### config.mk
export PLATFORM = sky130hd
export DESIGN_NAME = alu_arbiter
export DESIGN_NICKNAME = d
export VERILOG_FILES = /design/src/rtl/alu_arbiter.sv
export SDC_FILE = /design/constraint.sdc
export NUM_CORES = 1
export LEC_CHECK = 0
export CAP_MARGIN = 20
export CORE_AREA = 5 5 157 159
export DETAILED_ROUTE_END_ITERATION = 7
export DIE_AREA = 0 0 162 164
export PLACE_DENSITY = 0.61
export SLEW_MARGIN = 20
export SYNTH_ARGS = -nofsm -noshare
export SYNTH_HDL_FRONTEND = slang
export SYNTH_SLANG_ARGS = --single-unit
### constraint.sdc
create_clock -name Clk -period 2.1 [get_ports Clk]
set_input_delay 0.42 -clock Clk [delete_from_list [all_inputs] [get_ports Clk]]
set_output_delay 0.42 -clock Clk [all_outputs]
set_load 0.01 [all_outputs]
### src/rtl/alu_arbiter.sv
// Two-port arbiter in front of the shared combinational RV32I ALU, with one-entry
// tagged response slots per port. Define ALU_ARB_FIXED_PRIO_EN for fixed priority (port 0 wins).
module alu_arbiter #(
  parameter int unsigned DATA_WIDTH  = 32,
  parameter int unsigned INSTR_WIDTH = 32,
  parameter int unsigned TAG_WIDTH   = 4
) (
  input  logic                   Clk,
  input  logic                   RstN,
  input  logic                   Req0Valid,
  output logic                   Req0Ready,
  input  logic [DATA_WIDTH-1:0]  Req0Op1,
  input  logic [DATA_WIDTH-1:0]  Req0Op2,
  input  logic [INSTR_WIDTH-1:0] Req0Instr,
  input  logic [TAG_WIDTH-1:0]   Req0Tag,
  input  logic                   Req1Valid,
  output logic                   Req1Ready,
  input  logic [DATA_WIDTH-1:0]  Req1Op1,
  input  logic [DATA_WIDTH-1:0]  Req1Op2,
  input  logic [INSTR_WIDTH-1:0] Req1Instr,
  input  logic [TAG_WIDTH-1:0]   Req1Tag,
  output logic                   Rsp0Valid,
  input  logic                   Rsp0Ready,
  output logic [DATA_WIDTH-1:0]  Rsp0Data,
  output logic [TAG_WIDTH-1:0]   Rsp0Tag,
  output logic                   Rsp1Valid,
  input  logic                   Rsp1Ready,
  output logic [DATA_WIDTH-1:0]  Rsp1Data,
  output logic [TAG_WIDTH-1:0]   Rsp1Tag,
  output logic [DATA_WIDTH-1:0]  AluOp1,
  output logic [DATA_WIDTH-1:0]  AluOp2,
  output logic [INSTR_WIDTH-1:0] AluInstr,
  input  logic [DATA_WIDTH-1:0]  AluOut
);

  logic                  r_rsp0_valid;
  logic [DATA_WIDTH-1:0] r_rsp0_data;
  logic [TAG_WIDTH-1:0]  r_rsp0_tag;
  logic                  r_rsp1_valid;
  logic [DATA_WIDTH-1:0] r_rsp1_data;
  logic [TAG_WIDTH-1:0]  r_rsp1_tag;

  logic w_elig0;
  logic w_elig1;
  logic w_gnt0;
  logic w_gnt1;

  // A port may issue only if its slot is empty or being drained this cycle.
  assign w_elig0 = Req0Valid && (!r_rsp0_valid || Rsp0Ready);
  assign w_elig1 = Req1Valid && (!r_rsp1_valid || Rsp1Ready);

`ifndef ALU_ARB_FIXED_PRIO_EN
  logic r_last_grant;
`endif

  always_comb begin
    // NOTE: every always_comb output gets a default first so no path leaves it unassigned (no latch).
    w_gnt0 = w_elig0;
    w_gnt1 = w_elig1;
    if (w_elig0 && w_elig1) begin
`ifdef ALU_ARB_FIXED_PRIO_EN
      w_gnt0 = 1'b1;
      w_gnt1 = 1'b0;
`else
      w_gnt0 = r_last_grant;
      w_gnt1 = !r_last_grant;
`endif
    end
  end

  assign Req0Ready = w_gnt0;
  assign Req1Ready = w_gnt1;

  // Idle ALU sees all-zero inputs; instruction 0 decodes as a harmless ADD.
  always_comb begin
    AluOp1   = '0;
    AluOp2   = '0;
    AluInstr = '0;
    if (w_gnt0) begin
      AluOp1   = Req0Op1;
      AluOp2   = Req0Op2;
      AluInstr = Req0Instr;
    end else if (w_gnt1) begin
      AluOp1   = Req1Op1;
      AluOp2   = Req1Op2;
      AluInstr = Req1Instr;
    end
  end

`ifndef ALU_ARB_FIXED_PRIO_EN
  // Reset value 1 hands the first conflict to port 0.
  always_ff @(posedge Clk or negedge RstN) begin
    if (!RstN) begin
      // NOTE: sequential state uses non-blocking (<=) so every flop samples pre-edge values.
      r_last_grant <= 1'b1;
    end else if (w_gnt0) begin
      r_last_grant <= 1'b0;
    end else if (w_gnt1) begin
      r_last_grant <= 1'b1;
    end
  end
`endif

  // A grant reloads the slot even while it drains, giving one result per cycle per port.
  always_ff @(posedge Clk or negedge RstN) begin
    if (!RstN) begin
      r_rsp0_valid <= 1'b0;
      r_rsp0_data  <= '0;
      r_rsp0_tag   <= '0;
    end else if (w_gnt0) begin
      r_rsp0_valid <= 1'b1;
      r_rsp0_data  <= AluOut;
      r_rsp0_tag   <= Req0Tag;
    end else if (Rsp0Ready) begin
      r_rsp0_valid <= 1'b0;
    end
  end

  always_ff @(posedge Clk or negedge RstN) begin
    if (!RstN) begin
      r_rsp1_valid <= 1'b0;
      r_rsp1_data  <= '0;
      r_rsp1_tag   <= '0;
    end else if (w_gnt1) begin
      r_rsp1_valid <= 1'b1;
      r_rsp1_data  <= AluOut;
      r_rsp1_tag   <= Req1Tag;
    end else if (Rsp1Ready) begin
      r_rsp1_valid <= 1'b0;
    end
  end

  assign Rsp0Valid = r_rsp0_valid;
  assign Rsp0Data  = r_rsp0_data;
  assign Rsp0Tag   = r_rsp0_tag;
  assign Rsp1Valid = r_rsp1_valid;
  assign Rsp1Data  = r_rsp1_data;
  assign Rsp1Tag   = r_rsp1_tag;

endmodule

==> Word-level counts from Yosys, hierarchy flattened <==
Cells that the tools add are included.
{ "word_totals": {"in_bits": 238, "reg_bits": 75} }
{ "op_classes": {"n_mux": 14, "reduce_logical": 11} }
{ "ops": {"columns": ["operator", "count"], "rows": [
  ["two-way mux 32 bit", 6],
  ["two-way mux 1 bit", 8],
  ["nonzero test 2 bit", 3],
  ["logical AND 1 bit", 3],
  ["zero test 1 bit", 3],
  ["logical OR 1 bit", 2]
]} }

==> Logic depth before layout (Yosys ltp) <==
{ "depth": {"depth_word": 7, "ltp_mapped": 6, "depth_no_buf": 4} }

==> Least setup slack after synthesis <==
No wires, ideal clock.
{ "synth_timing": {"kind": "in2out", "from": "input port Rsp0Ready", "to": "output port AluOp1[23]", "cell_stages": 4, "n_path_buf": 1, "setup_slack_ns": 0.103, "arrival_ns": 1.577, "path_cell_list": "nand2b_4 -> a311oi_2 -> clkbuf_1 -> a22o_1"} }
{ "synth_via": {"elab_chain_cells": 6} }
{ "synth_lines": {"columns": ["item", "line", "source"], "rows": [
  ["start, declared", "23", "input logic Rsp0Ready,"],
  ["logical OR 1 bit", "49", "assign w_elig0 = Req0Valid && (!r_rsp0_valid || Rsp0Ready);"],
  ["logical AND 1 bit", "49", null],
  ["logical AND 1 bit", "60", "if (w_elig0 && w_elig1) begin"],
  ["two-way mux 1 bit", "60", null],
  ["net Req1Ready", "17", "output logic Req1Ready,"],
  ["two-way mux 32 bit", "83", "end else if (w_gnt1) begin"],
  ["two-way mux 32 bit", "79", "if (w_gnt0) begin"],
  ["end, declared", "30", "output logic [DATA_WIDTH-1:0] AluOp1,"]
]} }
The timed path passes the listed nets, and every way through them passes these cells.

==> Final worst setup path <==
{ "layout_timing": {"from": "register r_last_grant", "to": "output port AluInstr[8]"} }
{ "layout_via": {"elab_chain_cells": 4} }
{ "layout_lines": {"columns": ["item", "line", "source"], "rows": [
  ["start, declared", "53", "logic r_last_grant;"],
  ["start signal, assigned", "95", "r_last_grant <= 1'b1;"],
  ["start signal, assigned", "97", "r_last_grant <= 1'b0;"],
  ["start signal, assigned", "99", "r_last_grant <= 1'b1;"],
  ["zero test 1 bit", "66", "w_gnt1 = !r_last_grant;"],
  ["two-way mux 1 bit", "60", null],
  ["two-way mux 32 bit", "83", null],
  ["two-way mux 32 bit (*)", "79", null],
  ["end, declared", "32", "output logic [INSTR_WIDTH-1:0] AluInstr,"]
]} }
Every way passes the cells marked *; elsewhere a longest branch is shown, timed or not.

==> impl_metrics.tcl <==
set metrics [dict create \
    nNetsFinal 970 \
    hold_path_class "primary input to asynchronous set/reset pin" \
    drt_first_pass_iters 4 \
    worst_slew_pin_slew_ns 0.541 \
    multi_input_area_sq_um 1740 \
    ir_worst_vdd_v 0.000787 \
    maxCapViolCount 0 \
    via_count 4337 \
    area_growth_pct 137 \
    ys_async_sr_fraction_pct 100 \
    crit_type "flip-flop to primary output" \
    via_per_inst 4.22 \
    fp.dieW_microns 162 \
    stdcell_area_sq_um 8880 \
    io-pin-count 410 \
    wl_microns 21500 \
    netlist_area_sq_um 3740 \
    max_freq_mhz 418 \
    syn_nets 520 \
    post-route-period-util_pct 114 \
    hold_buffers 0 \
    fin_skew_ns 0.00575 \
    antenna_found_initial 0 \
    setup_viol 97 \
    p_leak_nw 3.86 \
    drive_above_1_share_pct 32.6 \
    yosys_warnings 0 \
    reg2reg_from "r_last_grant" \
    crit_path_end "AluInstr[8]" \
    synth.most_common_cell "a22o_1" \
    coreArea_sq_um 23100 \
    ant_nets 0 \
    place.port_buffers 409 \
    finalCriticalPeriod_ns 2.39 \
    regArea_sq_um 1880 \
    place_area_sq_um 8390 \
    worstSetupStartpointType "flip-flop" \
    clkLatencyLatePin_ns 0.33 \
    synth_edf_count 0 \
    worstPathMaxFanout 7 \
    place_congestion 0.811 \
    synth_commonest_cells "a22o_1, dfrtp_1, mux2_2" \
    fillerInstances 2268 \
    required_ns 1.68 \
    crit_path_start "r_last_grant" \
    seq_area_frac_synth_pct 50.2 \
    synth_area_leaders "dfrtp_1, a22o_1, mux2_2" \
    finalHoldViolCount 0 \
    dieArea_sq_um 26600 \
    final_cells 1028 \
    cts.sinks 75 \
    ys_types 18 \
    cts_made_buffers 9 \
    status "finished with violations" \
    clk_pin_slew_worst_paths_ns 0.06 \
    start_util_pct 16.2 \
    ys_ff_latch 75 \
    hpwlAfterDp_microns 16800 \
    drtIter0Drc 220 \
    netlist.area_leader.share_pct 49.4 \
    synthCells 282 \
    yosys.area.top_type "dfrtp_1" \
    drv_slew 0 \
    drc_errors 0 \
    cts_tree "done" \
    synthFlopType "dfrtp_1" \
    num_rows 56 \
    grt_pass1_vias 4562 \
    relSlewSlack_pct 63.9 \
    fp.dieH_microns 164 \
    grt_start_max_net_pins 41 \
    grt_usage_pct 14.8 \
    wl_per_cell_microns 20.9 \
    root_buffer "clkbuf_16" \
    r2r_cells 7 \
    synth.avg_cell_area_sq_um 13.3 \
    h-tree-depth 3 \
    violations "negative setup slack" \
    cp.arrival_ns 1.97 \
    endpoint_kind "primary output" \
    grt_pass1_wl_microns 30000 \
    rsz0062_at_grt "true" \
    reg2reg_to "Rsp1Data[12]" \
    powerDensity_nw_per_um2 815 \
    dp.cells 982 \
    grt_overflow_total 0 \
    cts_buffer_depth 2 \
    rrSetupSlack_ns 0.11 \
    setup_ws_ns -0.290 \
]
critical path: stages (launching register included):
cell      delay [ns]
dfstp_2         0.54
buf_6           0.10
a311oi_4        0.10
buf_12          0.16
buf_8           0.13
buf_12          0.13
buf_16          0.12
a22o_1          0.20
buf_2           0.14
power by group:
part / total (mW) / internal (mW) / leakage (nW) / switching, mW
Clock: 1.70 / 1.08 / 0.156 / 0.622
Sequential: 2.03 / 1.83 / 0.874 / 0.193
Combinational: 3.51 / 2.17 / 2.83 / 1.35
Total: 7.24 / 5.08 / 3.86 / 2.16
metrics by stage:
stage               setup slack [ns]  hold slack, ns  total power [mW]  util (%)  TNS [ns]
finish                        -0.290          0.0674              7.24      38.4    -18.00
global route                  -0.380           0.103              7.63      38.4    -26.75
CTS                           -0.326          0.0756              7.32      38.0    -23.10
detailed placement            -0.889           0.442              5.47      36.3   -100.76
global placement              -0.905           0.442              5.45      36.3   -101.63
floorplan                      0.103           0.124              3.25         -         0
placed cells by master (no fill, tap or decap), types with 2 or more instances in the layout:
master / count
clkdlybuf4s50_1: 306
a22o_1: 96
buf_2: 78
dfrtp_1: 74
mux2_2: 62
buf_6: 31
buf_4: 22
clkbuf_16: 12
buf_12: 11
mux2_1: 10
buf_16: 6
buf_8: 5
dlygate4sd2_1: 4
nand2_1: 2
bufinv_16: 2
logic make-up after synthesis:
logic type,Yosys count,share of synthesized area [%]
simple gates,6,1.07
mux,72,21.7
flops,75,50.2
compound gates,99,23.3
buf+inv,30,3.84
layout make-up:
type | instances | area share, %
timing repair inverter | 1 | 0.127
multi-input combinational | 177 | 19.6
sequential | 75 | 21.1
timing repair buffer | 466 | 51.1
inverter | 2 | 0.225
clock buffer | 11 | 2.73
tap | 290 | 4.09
antenna | 1 | 0.0282
clock inverter | 5 | 0.958
flip-flops by register name, summed over array words and instances, names as in the netlist:
signal        cells
Rsp1Valid         1
Rsp1Tag           4
Rsp0Data         32
Rsp1Data         32
Rsp0Valid         1
r_last_grant      1
Rsp0Tag           4
metal layers:
| layer | up-vias | share of wire (%) | GRT usage, % | wire [microns] |
|---|---|---|---|---|
| met5 | - | 0 | 0 | 0 |
| met4 | 0 | 1.8 | 3.08 | 390 |
| met3 | 23 | 9.6 | 5.72 | 2070 |
| met2 | 224 | 48 | 24.1 | 10300 |
| met1 | 2074 | 40 | 18.9 | 8680 |
| li1 | 2016 | - | - | - |
repair_timing:
action,4_1_cts,5_1_grt
pin swaps,51,26
endpoints found under the setup margin,132,132
gates resized for setup,447,13
cloned,8,3
buffers inserted,17,6
how the worst min path moves through the flow:
stage                             end  slack [ns]  startpoint
after floorplan           Rsp0Data[0]        0.12        RstN
after global placement    Rsp0Data[1]        0.44        RstN
after detailed placement   Rsp0Tag[1]        0.44        RstN
after CTS                 Rsp1Data[7]        0.08        RstN
after global routing      Rsp1Data[7]        0.10        RstN
final                     Rsp1Data[7]        0.07        RstN
(Power assumes the default switching activity.)
